`src/rtl/irq_ctrl_if.sv`:
```
// CPU-side bus and interrupt request/acknowledge bundle for irq_ctrl.
// master = CPU core, slave = interrupt controller.
interface irq_ctrl_if;
   logic [15:0] address;
   logic [7:0]  indata;
   logic [7:0]  outdata;
   logic        load;
   logic        store;
   logic        intreq;
   logic [15:0] intaddress;
   logic        intack;

   modport master (
      output address, indata, load, store, intack,
      input  outdata, intreq, intaddress
   );

   modport slave (
      input  address, indata, load, store, intack,
      output outdata, intreq, intaddress
   );
endinterface

```
`src/rtl/irq_ctrl.sv`:
```
// Fixed-priority interrupt controller with IF/IE registers, latched vector and request/ack handshake.
// Optional macro IRQ_CTRL_EDGE_DETECT_EN: rising-edge source detection instead of level sensing.
module irq_ctrl #(
   parameter int          N_IRQ      = 5,
   parameter logic [15:0] IF_ADDR    = 16'hFF0F,
   parameter logic [15:0] IE_ADDR    = 16'hFFFF,
   parameter logic [15:0] VEC_BASE   = 16'h0040,
   parameter logic [15:0] VEC_STRIDE = 16'h0008
) (
   input  logic             clockgb,
   input  logic             resetn,
   irq_ctrl_if.slave        bus,
   input  logic [N_IRQ-1:0] interrupts,
   output logic [N_IRQ-1:0] dints,
   output logic             wake
);
   localparam int IDX_W = (N_IRQ > 1) ? $clog2(N_IRQ) : 1;

   typedef enum logic {IDLE, PENDING} state_t;

   state_t           state_q, state_d;
   logic [N_IRQ-1:0] if_q, if_d, ie_q, ie_d;
   logic [N_IRQ-1:0] events, pend;
   logic [IDX_W-1:0] lat_idx_q, lat_idx_d, sel;
   logic             intreq_q, intreq_d;
   logic [15:0]      intaddr_q, intaddr_d, sel_vec;
   logic             if_wr, ie_wr, ack_clear;
   logic             unused_indata;

`ifdef IRQ_CTRL_EDGE_DETECT_EN
   logic [N_IRQ-1:0] prev_q;

   always_ff @(posedge clockgb or negedge resetn) begin
      if (!resetn) prev_q <= '0;
      else         prev_q <= interrupts;
   end

   assign events = interrupts & ~prev_q;
`else
   assign events = interrupts;
`endif

   assign if_wr         = bus.store && (bus.address == IF_ADDR);
   assign ie_wr         = bus.store && (bus.address == IE_ADDR);
   assign pend          = if_q & ie_q;
   assign wake          = |pend;
   assign dints         = if_q;
   assign unused_indata = ^bus.indata;

   // Lowest pending index wins; scan from the top so the last hit is the lowest.
   always_comb begin
      sel = '0;
      for (int i = N_IRQ - 1; i >= 0; i--) begin
         if (pend[i]) sel = IDX_W'(i);
      end
   end

   assign sel_vec = VEC_BASE + 16'(sel) * VEC_STRIDE;

   always_comb begin
      state_d   = state_q;
      lat_idx_d = lat_idx_q;
      intreq_d  = intreq_q;
      intaddr_d = intaddr_q;
      ack_clear = 1'b0;
      case (state_q)
         IDLE: begin
            if (|pend) begin
               state_d   = PENDING;
               lat_idx_d = sel;
               intaddr_d = sel_vec;
               intreq_d  = 1'b1;
            end
         end
         PENDING: begin
            // A vanished request is a cancel even if the CPU acks in the same cycle.
            if (!pend[lat_idx_q]) begin
               state_d  = IDLE;
               intreq_d = 1'b0;
            end else if (bus.intack) begin
               ack_clear = 1'b1;
               state_d   = IDLE;
               intreq_d  = 1'b0;
            end
         end
         default: state_d = IDLE;
      endcase
   end

   // Source events are OR-ed in last so they beat both CPU writes and ack clears.
   always_comb begin
      if_d = if_q;
      if (if_wr) if_d = bus.indata[N_IRQ-1:0];
      if (ack_clear) if_d[lat_idx_q] = 1'b0;
      if_d = if_d | events;
   end

   assign ie_d = ie_wr ? bus.indata[N_IRQ-1:0] : ie_q;

   always_comb begin
      bus.outdata = 8'h00;
      if (bus.load && (bus.address == IF_ADDR)) begin
         bus.outdata              = 8'hFF;
         bus.outdata[N_IRQ-1:0]   = if_q;
      end else if (bus.load && (bus.address == IE_ADDR)) begin
         bus.outdata[N_IRQ-1:0]   = ie_q;
      end
   end

   always_ff @(posedge clockgb or negedge resetn) begin
      if (!resetn) begin
         state_q   <= IDLE;
         if_q      <= '0;
         ie_q      <= '0;
         lat_idx_q <= '0;
         intreq_q  <= 1'b0;
         intaddr_q <= 16'h0000;
      end else begin
         state_q   <= state_d;
         if_q      <= if_d;
         ie_q      <= ie_d;
         lat_idx_q <= lat_idx_d;
         intreq_q  <= intreq_d;
         intaddr_q <= intaddr_d;
      end
   end

   assign bus.intreq     = intreq_q;
   assign bus.intaddress = intaddr_q;
endmodule

```
`src/flat_wrapper.sv`:
```
// flat-port wrapper written by rule: the top's interface ports become plain ports
module irq_ctrl_flat 
#(
   parameter int          N_IRQ      = 5,
   parameter logic [15:0] IF_ADDR    = 16'hFF0F,
   parameter logic [15:0] IE_ADDR    = 16'hFFFF,
   parameter logic [15:0] VEC_BASE   = 16'h0040,
   parameter logic [15:0] VEC_STRIDE = 16'h0008
)
  (clockgb, resetn, interrupts, dints, wake, bus_address, bus_indata, bus_load, bus_store, bus_intack, bus_outdata, bus_intreq, bus_intaddress);
  irq_ctrl_if bus_i ();
  input  logic clockgb;
  input  logic resetn;
  input  logic [N_IRQ-1:0] interrupts;
  output logic [N_IRQ-1:0] dints;
  output logic wake;
  input wire logic [$bits(bus_i.address)-1:0] bus_address;
  input wire logic [$bits(bus_i.indata)-1:0] bus_indata;
  input wire logic [$bits(bus_i.load)-1:0] bus_load;
  input wire logic [$bits(bus_i.store)-1:0] bus_store;
  input wire logic [$bits(bus_i.intack)-1:0] bus_intack;
  output wire logic [$bits(bus_i.outdata)-1:0] bus_outdata;
  output wire logic [$bits(bus_i.intreq)-1:0] bus_intreq;
  output wire logic [$bits(bus_i.intaddress)-1:0] bus_intaddress;
  assign bus_i.address = bus_address;
  assign bus_i.indata = bus_indata;
  assign bus_i.load = bus_load;
  assign bus_i.store = bus_store;
  assign bus_i.intack = bus_intack;
  assign bus_outdata = bus_i.outdata;
  assign bus_intreq = bus_i.intreq;
  assign bus_intaddress = bus_i.intaddress;
  irq_ctrl #(.N_IRQ(N_IRQ), .IF_ADDR(IF_ADDR), .IE_ADDR(IE_ADDR), .VEC_BASE(VEC_BASE), .VEC_STRIDE(VEC_STRIDE)) u_core (.clockgb(clockgb), .resetn(resetn), .bus(bus_i), .interrupts(interrupts), .dints(dints), .wake(wake));
endmodule
```
`config.mk`:
```
export PLATFORM = sky130hd
export DESIGN_NAME = irq_ctrl_flat
export DESIGN_NICKNAME = d
export VERILOG_FILES = /design/src/rtl/irq_ctrl_if.sv /design/src/rtl/irq_ctrl.sv /design/src/flat_wrapper.sv
export SDC_FILE = /design/constraint.sdc
export NUM_CORES = 1
export LEC_CHECK = 0
export ABC_CLOCK_PERIOD_IN_PS = 2880
export CAP_MARGIN = 20
export CELL_PAD_IN_SITES_DETAIL_PLACEMENT = 1
export CELL_PAD_IN_SITES_GLOBAL_PLACEMENT = 2
export CORE_MARGIN = 4
export CORE_UTILIZATION = 23
export CTS_BUF_LIST = sky130_fd_sc_hd__clkbuf_8
export DETAILED_ROUTE_END_ITERATION = 16
export PLACE_DENSITY_LB_ADDON = 0.1
export SYNTH_ARGS = -nofsm -noshare
export SYNTH_HDL_FRONTEND = slang
export SYNTH_SLANG_ARGS = --single-unit
```
`constraint.sdc`:
```
create_clock -name clockgb -period 2.88 [get_ports clockgb]
set_clock_uncertainty 0.2 [all_clocks]
set_input_delay 0.288 -clock clockgb [delete_from_list [all_inputs] [get_ports clockgb]]
set_output_delay 0.288 -clock clockgb [all_outputs]
set_load 0.03 [all_outputs]
```
Yosys cells after proc, flatten, opt, wreduce, memory -nomap -nowiden

Index checks and enable logic that the tools add are counted.

Bits in registers: 31
Input bits: 34
Word-level logic and storage cells: 51

Add/subtract/negate cells: 1
$lt $le $gt $ge: 2
Equal/unequal tests: 4
Muxes and demuxes: 25
Bitwise logic cells: 5
Reductions and logical operators: 8

Operators by type and width:

| cell                   | count |
|---|---|
| $eq A16 B16 Y1 const B | 2 |
| $mux W5                | 4 |
| $mux W3                | 6 |
| $mux W1                | 11 |
| $and A5 B5 Y5          | 2 |
| $add A7 B6 Y8 const A  | 1 |
| $logic_and A1 B1 Y1    | 5 |
| $not A5 Y5             | 1 |
| $or A5 B5 Y5           | 1 |
| $reduce_or A5 Y1       | 1 |
| $lt A3 B4 Y1 const B   | 1 |
| $pmux W1 S2            | 2 |
| $reduce_and A2 Y1      | 2 |
| $bmux W1 S3            | 1 |
| $demux W1 S3           | 1 |
| $ge A3 B1 Y1 const B   | 1 |
| $ne A3 B3 Y1 const B   | 1 |
| $ne A2 B2 Y1 const B   | 1 |
| $not A1 Y1             | 1 |

Longest topological paths before layout

Word-level depth: 8
Gate-level depth with buffers: 5

Worst setup path before layout

Ideal clock, no wire load.

Path type: input to output
Start point: input bus_address[4]
End point: output bus_outdata[0]
Arrival time: 1770 ps
Setup slack: 622 ps
Stages on the path: 5
Cell sequence: or4_4 > nor3_4 > and3_1 > buf_4 > a22o_1

Longest elaborated chain between the ends: 4

Ends and longest elaborated chain:

| element             | RTL line           | text |
|---|---|---|
| start, declared     | flat_wrapper.sv:17 | `input wire logic [$bits(bus_i.address)-1:0] bus_address;` |
| $eq A16 B16 Y1      | irq_ctrl.sv:105    | `end else if (bus.load && (bus.address == IE_ADDR)) begin` |
| $logic_and A1 B1 Y1 | irq_ctrl.sv:105    |  |
| $mux W5             | irq_ctrl.sv:105    |  |
| $mux W5 (*)         | irq_ctrl.sv:102    | `if (bus.load && (bus.address == IF_ADDR)) begin` |
| end, declared       | flat_wrapper.sv:22 | `output wire logic [$bits(bus_i.outdata)-1:0] bus_outdata;` |

Every way passes the cells marked *; elsewhere a longest branch is shown, timed or not.

Worst setup path in the final report

Start point: input bus_address[5]
End point: output bus_outdata[0]

Same word-level chain as after synthesis.

==> flow_summary_export.csv <==
group,metric,value,unit
status,outcome,"finished clean",
setup_path,start_kind,"input pin",
sta,setup_viol,0,
logic_synthesis,synth_seq_cells,16,
logic_synthesis,synth_simple_gate_area_share,24.0,%
logic_synthesis,synthMuxAreaShare,6.38,%
setup_path,crit_fanout,8,
clocking,cts_buffers,3,
logic_synthesis,synth_edf_count,0,
power_and_ir_drop,power.leakage,0.656,nW
setup_path,cp.arrival,2220,ps
floorplan,pin_count,65,
job,drv_cap,0,
power_and_ir_drop,power_switching,124,µW
sta,rsz0062_at_grt,"no",
sta,fin_crit_sh,94.1,%
final_layout,nFillCells,514,
logic_synthesis,synth_area_leader_cell,"dfrtp_1",
floorplan,die_y,75.8,µm
sta,period_needed,2710,ps
logic_synthesis,synth_area,1060,µm²
power_and_ir_drop,power_frac_comb,15.8,%
logic_synthesis,yosysWarnings,0,
logic_synthesis,synthAdderAreaFrac,0,%
route,viasPerCell,4.99,
placed_design,dp_slack,158,ps
sta,fin_hold_ws,274,ps
clocking,cts_sinks,16,
route,finalWirelength,3480,µm
hold_path,hold_class,"flop to flop",
logic_synthesis,synth_top_area_share,37.8,%
final_layout,fin_util,35.7,%
logic_synthesis,synthTopCellsByCount,"16 x dfrtp_1, 15 x buf_4, 7 x and4_1",
floorplan,std_cell_rows,24,
route,first_pass_iters,4,
route,drc,0,
logic_synthesis,synth_cells,104,
logic_synthesis,synthFlopType,"dfrtp_1",
route,postRouteAntennaNets,0,
final_layout,syn2layout_area_growth,48.9,%
clocking,post_cts_buffers,0,
placed_design,post-place-cells,200,
logic_synthesis,synthMostInstantiatedCell,"dfrtp_1",
placed_design,dpl.hpwl,2790,µm
power_and_ir_drop,peakVddDrop,0.271,mV
setup_path,critical_path_class,"input pin to output pin",
placed_design,gp_congestion,0.737,
route,routedWlPerCell,17.1,µm
sta,max_slew.worst_pin.slew,774,ps
logic_synthesis,synth.area.top_cells,"dfrtp_1 38%, buf_4 11%, mux2_2 6.4%, and4_1 5.8%, a22o_1 5.0%",
route,drt_iter0_drc,34,
power_and_ir_drop,pwr-share-seq,44.4,%
sta,finalHoldViolCount,0,
final_layout,final_layout_size_suffix_gt1_share,14.5,%
sta,fmax,369,MHz
clocking,cts_hold_buf,0,
logic_synthesis,synth_cell_types,37,
power_and_ir_drop,pwr-share-clk,39.8,%
logic_synthesis,synth-xor-area-share,0,%
clocking,ctsResizeCount,0,
floorplan,fp.coreArea,4410,µm²
global_route,grt_max_degree,17,
clocking,h-tree-depth,1,
final_layout,nNetsFinal,187,
power_and_ir_drop,p_per_area,326,nW/µm²
power_and_ir_drop,p_sw_share,24.2,%
floorplan,die_area,5750,µm²
global_route,grt_remaining_overflow,0,
power_and_ir_drop,power.internal,389,µW
final_layout,finish.instance_area,1580,µm²
sta,slew_viol_final,0,
clocking,tritoncts,"done",
logic_synthesis,async_reset_ff_share,100,%
logic_synthesis,ys_seq_area_share,37.8,%
final_layout,layout.cells.non_filler,204,
floorplan,fp.dieW,75.8,µm
logic_synthesis,synth_compound_area_share,19.6,%
global_route,gr-usage-all-layers,12.9,%
global_route,grt_pass1_wl,5510,µm
clocking,cts-root-buf,"clkbuf_8",
route,via_count,1017,
clocking,clock_latency,250,ps
global_route,antenna_found_initial,0,
clocking,clock_path_buffers,2,
sta,setup_tns,0,ps
final_layout,num_antenna_cells,0,
logic_synthesis,synth_top_family_by_area,"simple AND/OR/NAND/NOR gates",
placed_design,port_buffers,49,
setup_path,cp-end-kind,"output pin",
global_route,grt_pass1_vias,1029,
floorplan,start_util,24.0,%
power_and_ir_drop,power,513,µW
sta,slew_headroom,48.2,%
setup_path,crit_required,2390,ps
sta,finalWorstSetupSlack,169,ps
clocking,clk_pin_slew,60,ps
logic_synthesis,avgSynthCellArea,10.2,µm²
placed_design,placed_area,1520,µm²
## power groups by stage
stage / Sequential (mW) / Combinational (mW) / Clock [mW]
after floorplan: 0.235 / 0.0390 / 0
after global placement: 0.232 / 0.0798 / 0
after detailed placement: 0.232 / 0.0814 / 0
after CTS: 0.228 / 0.0815 / 0.209
after global routing: 0.228 / 0.0873 / 0.221
final: 0.228 / 0.0809 / 0.204
## flip-flops by register name, indices dropped and copies added, names as in the netlist
name                   flops
u_core.state_q             1
u_core.bus.intreq          1
u_core.ie_q                5
u_core.lat_idx_q           2
u_core.dints               5
u_core.bus.intaddress      2
## metal layers
metal | GRT usage (%) | wire (µm)
met5 | 0 | 0
met3 | 3.69 | 253
met1 | 16.6 | 1490
met4 | 1.75 | 20
met2 | 22.1 | 1720
## placed cells by master (no fill, tap or decap)
cell type,count
a2111oi_0,1
a21oi_1,5
a221oi_1,1
a22o_1,6
a22oi_1,1
a2bb2oi_1,1
a311o_1,5
a32oi_1,1
and2_1,1
and3_1,1
and3b_1,2
and4_1,7
and4b_1,1
buf_4,9
clkbuf_8,4
clkdlybuf4s50_1,41
conb_1,12
dfrtp_1,16
inv_1,1
mux2_2,6
nand2_1,4
nand2_2,1
nand3_1,3
nand3b_1,2
nand4_1,5
nand4b_1,1
nor2_1,4
nor3_1,1
nor3_4,1
o21ai_0,1
o21bai_1,1
o221ai_1,1
o22a_1,1
o31ai_1,1
or2_1,1
or4_1,1
or4_4,1
## critical path: stages
cell,delay [ps]
clkdlybuf4s50_1,440
or4_4,550
nor3_4,200
and3_1,370
a22o_1,220
buf_4,160
## final timing paths
| path | from | endpoint | slack, ps | cells after the start |
|---|---|---|---|---|
| worst min-delay path | u_core.bus.intaddress[6] | u_core.bus.intaddress[6] | 270 | 1 |
| worst max register to register | u_core.dints[0] | u_core.lat_idx_q[0] | 910 | 4 |
| min in group asynchronous | resetn | u_core.dints[2] | 290 | 1 |
| worst max-delay path | bus_address[5] | bus_outdata[0] | 170 | 6 |
| worst min register to register | u_core.bus.intaddress[6] | u_core.bus.intaddress[6] | 270 | 1 |
| max in group asynchronous | resetn | u_core.ie_q[0] | 1710 | 1 |
## layout make-up
class	instances	area, µm²	share of cell area, %
tap	52	65.1	4.13
timing repair buffer	50	478	30.3
clock buffer	4	55.1	3.49
sequential	16	400	25.4
inverter	1	3.75	0.238
multi-input combinational	81	574	36.4
## kinds of logic after synthesis
logic type,Yosys count
multiplexers,6
other,1
buffers and inverters,18
AND/OR/NAND/NOR,37
AO/OA/AOI/OAI,26
flip-flops,16
No activity file was read; power rests on OpenSTA's default activity.
